$ cat config.mk
export PLATFORM = sky130hd
export DESIGN_NAME = vga_sync_gen
export DESIGN_NICKNAME = d
export VERILOG_FILES = /design/src/rtl/vga_timing_pkg.sv /design/src/rtl/vga_delay_line.sv /design/src/rtl/vga_sync_gen.sv
export SDC_FILE = /design/constraint.sdc
export NUM_CORES = 1
export LEC_CHECK = 0
export ABC_AREA = 1
export CORE_AREA = 2 2 58 87
export CTS_CLUSTER_SIZE = 14
export DETAILED_ROUTE_END_ITERATION = 6
export DIE_AREA = 0 0 60 89
export PLACE_DENSITY = 0.79
export SLEW_MARGIN = 40
export SYNTH_ARGS = -nofsm -noshare
export SYNTH_HDL_FRONTEND = slang
export SYNTH_HIERARCHICAL = 1
export SYNTH_SLANG_ARGS = --single-unit
$ cat constraint.sdc
create_clock -name i_Clk -period 2.05 [get_ports i_Clk]
set_input_delay 0.3075 -clock i_Clk [delete_from_list [all_inputs] [get_ports i_Clk]]
set_output_delay 0.3075 -clock i_Clk [all_outputs]
set_load 0.01 [all_outputs]
$ cat src/rtl/vga_timing_pkg.sv
// Shared 640x480 timing constants, colour/count widths and a window helper.
package vga_timing_pkg;

    localparam int COLOR_W   = 4;
    localparam int COUNT_W   = 10;
    localparam int COUNT_MAX = (1 << COUNT_W) - 1;

    localparam int H_TOTAL  = 800;
    localparam int H_ACTIVE = 640;
    localparam int H_FRONT  = 18;
    localparam int H_BACK   = 50;

    localparam int V_TOTAL  = 525;
    localparam int V_ACTIVE = 480;
    localparam int V_FRONT  = 10;
    localparam int V_BACK   = 33;

    localparam int VIDEO_DELAY_DEF = 2;
    localparam int VIDEO_DELAY_MAX = 7;

    // Inclusive range test used for both sync windows.
    function automatic logic in_window(
        input logic [COUNT_W-1:0] value,
        input logic [COUNT_W-1:0] lo,
        input logic [COUNT_W-1:0] hi
    );
        return (value >= lo) && (value <= hi);
    endfunction

endpackage

$ cat src/rtl/vga_delay_line.sv
// Fixed-depth shift register; every stage resets to RST_VAL.
module vga_delay_line #(
    parameter int              WIDTH   = 3,
    parameter int              DEPTH   = 2,
    parameter logic [WIDTH-1:0] RST_VAL = '0
) (
    input  logic             clk,
    input  logic             rst_n,
    input  logic [WIDTH-1:0] din,
    output logic [WIDTH-1:0] dout
);

    logic [WIDTH-1:0] stages [DEPTH];

    // Shift din through DEPTH stages; reset clears every stage to RST_VAL.
    always_ff @(posedge clk or negedge rst_n) begin
        if (!rst_n) begin
            for (int i = 0; i < DEPTH; i++) begin
                stages[i] <= RST_VAL;
            end
        end else begin
            stages[0] <= din;
            for (int i = 1; i < DEPTH; i++) begin
                stages[i] <= stages[i-1];
            end
        end
    end

    assign dout = stages[DEPTH-1];

endmodule

$ cat src/rtl/vga_sync_gen.sv
// VGA raster counter with porch-applied syncs and colour blanking, aligned
// through a VIDEO_DELAY pipeline to match the game's pixel latency.
module vga_sync_gen
    import vga_timing_pkg::*;
#(
    parameter int TOTAL_COLS       = H_TOTAL,
    parameter int TOTAL_ROWS       = V_TOTAL,
    parameter int ACTIVE_COLS      = H_ACTIVE,
    parameter int ACTIVE_ROWS      = V_ACTIVE,
    parameter int FRONT_PORCH_HORZ = H_FRONT,
    parameter int BACK_PORCH_HORZ  = H_BACK,
    parameter int FRONT_PORCH_VERT = V_FRONT,
    parameter int BACK_PORCH_VERT  = V_BACK,
    parameter int VIDEO_DELAY      = VIDEO_DELAY_DEF
) (
    input  logic               i_Clk,
    input  logic               i_Rst_L,
    input  logic [COLOR_W-1:0] i_Red_Video,
    input  logic [COLOR_W-1:0] i_Grn_Video,
    input  logic [COLOR_W-1:0] i_Blu_Video,
    output logic               o_HSync,
    output logic               o_VSync,
    output logic [COUNT_W-1:0] o_Col_Count,
    output logic [COUNT_W-1:0] o_Row_Count,
    output logic               o_Frame_Start,
    output logic               o_VGA_HSync,
    output logic               o_VGA_VSync,
    output logic [COLOR_W-1:0] o_VGA_Red,
    output logic [COLOR_W-1:0] o_VGA_Grn,
    output logic [COLOR_W-1:0] o_VGA_Blu
);

    if (TOTAL_COLS > COUNT_MAX || TOTAL_ROWS > COUNT_MAX ||
        ACTIVE_COLS > COUNT_MAX || ACTIVE_ROWS > COUNT_MAX ||
        FRONT_PORCH_HORZ > COUNT_MAX || BACK_PORCH_HORZ > COUNT_MAX ||
        FRONT_PORCH_VERT > COUNT_MAX || BACK_PORCH_VERT > COUNT_MAX) begin : g_width_err
        $error("vga_sync_gen: timing parameter exceeds 10-bit count range");
    end
    if (VIDEO_DELAY < 0 || VIDEO_DELAY > VIDEO_DELAY_MAX) begin : g_delay_err
        $error("vga_sync_gen: VIDEO_DELAY must be 0..7");
    end

    localparam logic [COUNT_W-1:0] COL_LAST = COUNT_W'(TOTAL_COLS - 1);
    localparam logic [COUNT_W-1:0] ROW_LAST = COUNT_W'(TOTAL_ROWS - 1);
    localparam logic [COUNT_W-1:0] ACT_COLS = COUNT_W'(ACTIVE_COLS);
    localparam logic [COUNT_W-1:0] ACT_ROWS = COUNT_W'(ACTIVE_ROWS);
    localparam logic [COUNT_W-1:0] HS_FIRST = COUNT_W'(ACTIVE_COLS + FRONT_PORCH_HORZ);
    localparam logic [COUNT_W-1:0] HS_LAST  = COUNT_W'(TOTAL_COLS - BACK_PORCH_HORZ - 1);
    localparam logic [COUNT_W-1:0] VS_FIRST = COUNT_W'(ACTIVE_ROWS + FRONT_PORCH_VERT);
    localparam logic [COUNT_W-1:0] VS_LAST  = COUNT_W'(TOTAL_ROWS - BACK_PORCH_VERT - 1);

    // Pipeline word: {hsync, vsync, active}; idle is syncs high, blanked.
    localparam logic [2:0] PIPE_IDLE = 3'b110;

    logic [COUNT_W-1:0] col_nxt;
    logic [COUNT_W-1:0] row_nxt;
    logic               hsync_pre;
    logic               vsync_pre;
    logic               active_pre;
    logic [2:0]         pipe_in;
    logic [2:0]         pipe_out;

    // Next raster position: column wraps every line, row wraps with the last column.
    always_comb begin
        col_nxt = o_Col_Count + 1'b1;
        row_nxt = o_Row_Count;
        if (o_Col_Count == COL_LAST) begin
            col_nxt = '0;
            if (o_Row_Count == ROW_LAST) begin
                row_nxt = '0;
            end else begin
                row_nxt = o_Row_Count + 1'b1;
            end
        end
    end

    // Counts and flags register together so the flags always describe the visible counts.
    always_ff @(posedge i_Clk or negedge i_Rst_L) begin
        if (!i_Rst_L) begin
            o_Col_Count   <= '0;
            o_Row_Count   <= '0;
            o_HSync       <= 1'b0;
            o_VSync       <= 1'b0;
            o_Frame_Start <= 1'b0;
        end else begin
            o_Col_Count   <= col_nxt;
            o_Row_Count   <= row_nxt;
            o_HSync       <= (col_nxt < ACT_COLS);
            o_VSync       <= (row_nxt < ACT_ROWS);
            o_Frame_Start <= (col_nxt == '0) && (row_nxt == '0);
        end
    end

    // Porch-applied syncs and active flag for the current count, before alignment.
    always_comb begin
        hsync_pre  = ~in_window(o_Col_Count, HS_FIRST, HS_LAST);
        vsync_pre  = ~in_window(o_Row_Count, VS_FIRST, VS_LAST);
        active_pre = o_HSync & o_VSync;
        pipe_in    = {hsync_pre, vsync_pre, active_pre};
    end

    if (VIDEO_DELAY == 0) begin : g_no_delay
        assign pipe_out = pipe_in;
    end else begin : g_delay
        vga_delay_line #(
            .WIDTH   (3),
            .DEPTH   (VIDEO_DELAY),
            .RST_VAL (PIPE_IDLE)
        ) u_delay (
            .clk   (i_Clk),
            .rst_n (i_Rst_L),
            .din   (pipe_in),
            .dout  (pipe_out)
        );
    end

    // Output stage: sample the game's colour and blank it outside the delayed active area.
    always_ff @(posedge i_Clk or negedge i_Rst_L) begin
        if (!i_Rst_L) begin
            o_VGA_HSync <= 1'b1;
            o_VGA_VSync <= 1'b1;
            o_VGA_Red   <= '0;
            o_VGA_Grn   <= '0;
            o_VGA_Blu   <= '0;
        end else begin
            o_VGA_HSync <= pipe_out[2];
            o_VGA_VSync <= pipe_out[1];
            o_VGA_Red   <= pipe_out[0] ? i_Red_Video : '0;
            o_VGA_Grn   <= pipe_out[0] ? i_Grn_Video : '0;
            o_VGA_Blu   <= pipe_out[0] ? i_Blu_Video : '0;
        end
    end

endmodule

==> flow_metrics.tcl <==
set metrics [dict create \
    die_w_um 60 \
    port_buffers 50 \
    yosys-top-cells-count "nand2_1 (65), inv_1 (58), dfrtp_1 (37)" \
    cpPeakStageDelay_ns 0.43 \
    grt_usage_pct 20.00 \
    post-dp-hpwl_mm 3.698 \
    synth_most_common_cell "nand2_1" \
    synth_top_flop_cell "dfrtp_1" \
    yosys.area.top_type "dfrtp_1" \
    finalHoldViolations 0 \
    period_share_pct 90.93 \
    cts_tree "built" \
    peakVddDrop_mv 0.3814 \
    ant_nets 0 \
    power_mw 1.716 \
    cts_buffers 5 \
    syn_to_final_growth_pct 32.13 \
    crit_chain "ha_1 -> nand4_1 -> nor2_2 -> buf_4 -> nand2_1 -> xnor2_1 -> nand3_1 -> nor2_1 -> nor2_1" \
    grt_pass1_wl_mm 8.045 \
    cts_resized 0 \
    synth.top_cell.area_share_pct 42.92 \
    cp_slowest_cell "dfrtp_1" \
    synthArstFlopShare_pct 100.0 \
    fin_skew_ns 0.005382 \
    antenna_cells 0 \
    grt.overflow.total 0 \
    clock-sinks 43 \
    status "complete, no violations" \
    cts_setup_buffers 0 \
    slew_violations 0 \
    cp.required_ns 2.24 \
    ys_ff_latch 43 \
    synth-edff-count 0 \
    endpoint_kind "flip-flop" \
    dieHeight_um 89 \
    worst_slew_pin_slew_ns 0.5128 \
    relSlewSlack_pct 65.81 \
    start_util_pct 47.49 \
    syn-num-nets 294 \
    gp_congestion 0.9242 \
    grt_max_degree 44 \
    crit_fanout 11 \
    synth_cells 273 \
    drc_errors 0 \
    cts_hold_buffers 0 \
    mappedNetlistArea_um2 2157 \
    start_kind "flip-flop" \
    wl_per_cell_um 12.12 \
    routed-via-count 1869 \
    rsz0062_at_grt "no" \
    rows 30 \
    cts_max_path_buffers 2 \
    clk_latency_ns 0.30 \
    syn_avg_cell_area_um2 7.901 \
    drive_gt1_share_pct 7.317 \
    powerDensity_nw_per_um2 601.9 \
    setup_tns_ns 0 \
    firstDrtPassIters 4 \
    antenna_found_initial 0 \
    hp-class "primary input to async pin" \
    drt_iter0_drc 85 \
    crit_top_cell "nor2_1" \
    ios 51 \
    core_um2 4542 \
    htreeDepth 2 \
    vias_per_cell 4.768 \
    p_leak_nw 1.470 \
    cap_violations 0 \
    root_buffer "clkbuf_8" \
    first_global_vias 1771 \
    arrival_ns 2.05 \
    synth.distinct_cells 22 \
    finalSetupViolations 0 \
    worst-setup-path-type "flip-flop to flip-flop" \
    ys_seq_area_share_pct 50.23 \
    layout.nets 348 \
    synthTopCellsByArea "dfrtp_1 (43%), nand2_1 (11%), inv_1 (10%)" \
    drt-total-wl_mm 4.752 \
    hold_slack_ns 0.07094 \
    yosysWarnings 6 \
    dieArea_um2 5340 \
    finalCriticalPeriod_ns 1.864 \
    fmax_mhz 536.5 \
    clk_pin_slew_ns 0.08 \
]
[placed cells by master, fill, tap and decap left out]
cell type	count
xnor2_1	1
nand3b_1	1
inv_1	58
o21bai_1	1
nand3_1	28
bufinv_16	2
nor3_1	3
nand2_2	2
nand3_4	1
o21ai_0	6
ha_1	7
nand4_1	9
dfrtp_1	37
nor2_2	3
xor2_1	3
buf_4	3
dfstp_2	6
and2_1	1
buf_2	1
clkbuf_8	5
clkdlybuf4s50_1	49
nand2_1	65
clkinvlp_4	1
nor4_1	2
nor2_1	33
[sequential cells by signal, indices dropped and copies added (netlist names)]
name,cells
o_VGA_Blu,4
o_VGA_VSync,1
o_Frame_Start,1
g_delay.u_delay/dout,3
o_Col_Count,10
g_delay.u_delay/stages,3
o_HSync,1
o_VGA_Red,4
o_VSync,1
o_Row_Count,10
o_VGA_HSync,1
o_VGA_Grn,4
[where the power goes]
group	leakage [nW]	switching [mW]	internal [mW]
clock	0.0644	0.287	0.486
sequential	0.517	0.00282	0.860
combinational	0.889	0.0342	0.0458
total	1.47	0.324	1.39
[path summary, 6_finish.rpt]
path	to	depth (start not counted)	slack, ns	start
worst min-delay path	o_VGA_Red[1]$_DFF_PN0_	2	0.07	i_Rst_L
worst max register to register	o_VSync$_DFF_PN0_	9	0.19	o_Col_Count[1]$_DFF_PN0_
worst min register to register	o_VGA_VSync$_DFF_PN1_	0	0.36	g_delay.u_delay/dout[1]$_DFF_PN1_
min in group i_Clk	o_VGA_VSync$_DFF_PN1_	0	0.36	g_delay.u_delay/dout[1]$_DFF_PN1_
max in group asynchronous	g_delay.u_delay/stages[4]$_DFF_PN1_	2	1.61	i_Rst_L
worst max-delay path	o_VSync$_DFF_PN0_	9	0.19	o_Col_Count[1]$_DFF_PN0_
[cell families after synthesis]
| logic type | Yosys count | synth area share, % |
|---|---|---|
| AOI/OAI and AO/OA | 7 | 1.740 |
| xor gates and xnor gates | 4 | 1.624 |
| adders and majority gates | 7 | 4.060 |
| buffers and inverters | 64 | 12.01 |
| DFF | 43 | 50.23 |
| and+or+nand+nor | 148 | 30.34 |
[layout make-up]
type	instances	area, µm²
inverters	58	217.7
clock buffers	5	68.82
flip-flops and latches	43	1084
repair buffers	53	518.0
multi-input cells	166	814.5
clock inverters	3	67.56
fillers	407	1692
well taps	64	80.08
[layer usage]
metal / wire length, µm / vias to the layer above / GRT usage [%]
met3: 283 / 14 / 4.342
met4: 125 / 0 / 9.091
met1: 1898 / 856 / 23.65
li1: - / 935 / -
met5: 0 / - / 0
met2: 2446 / 64 / 34.09
[worst max-delay path: cells and delay by family, from the launching register on]
family,cells,cell delay (ns)
simple gates,6,0.68
flops,1,0.43
fa+ha+maj,1,0.27
xor+xnor,1,0.20
buf+inv,1,0.19
[stage by stage]
stage | utilization [%] | instances | cell area, µm² | setup slack, ns
4_1_cts | 62.75 | 392 | 2850 | 0.1845
3_3_place_gp | 59.75 | 384 | 2714 | 0.2157
3_5_place_dp | 59.75 | 384 | 2714 | 0.1939
5_1_grt | 62.75 | 392 | 2850 | 0.001594
2_1_floorplan | - | 273 | 2157 | 0.4115
6_report | 62.75 | 392 | 2850 | 0.1860
Power figures use the tool's default switching activity.
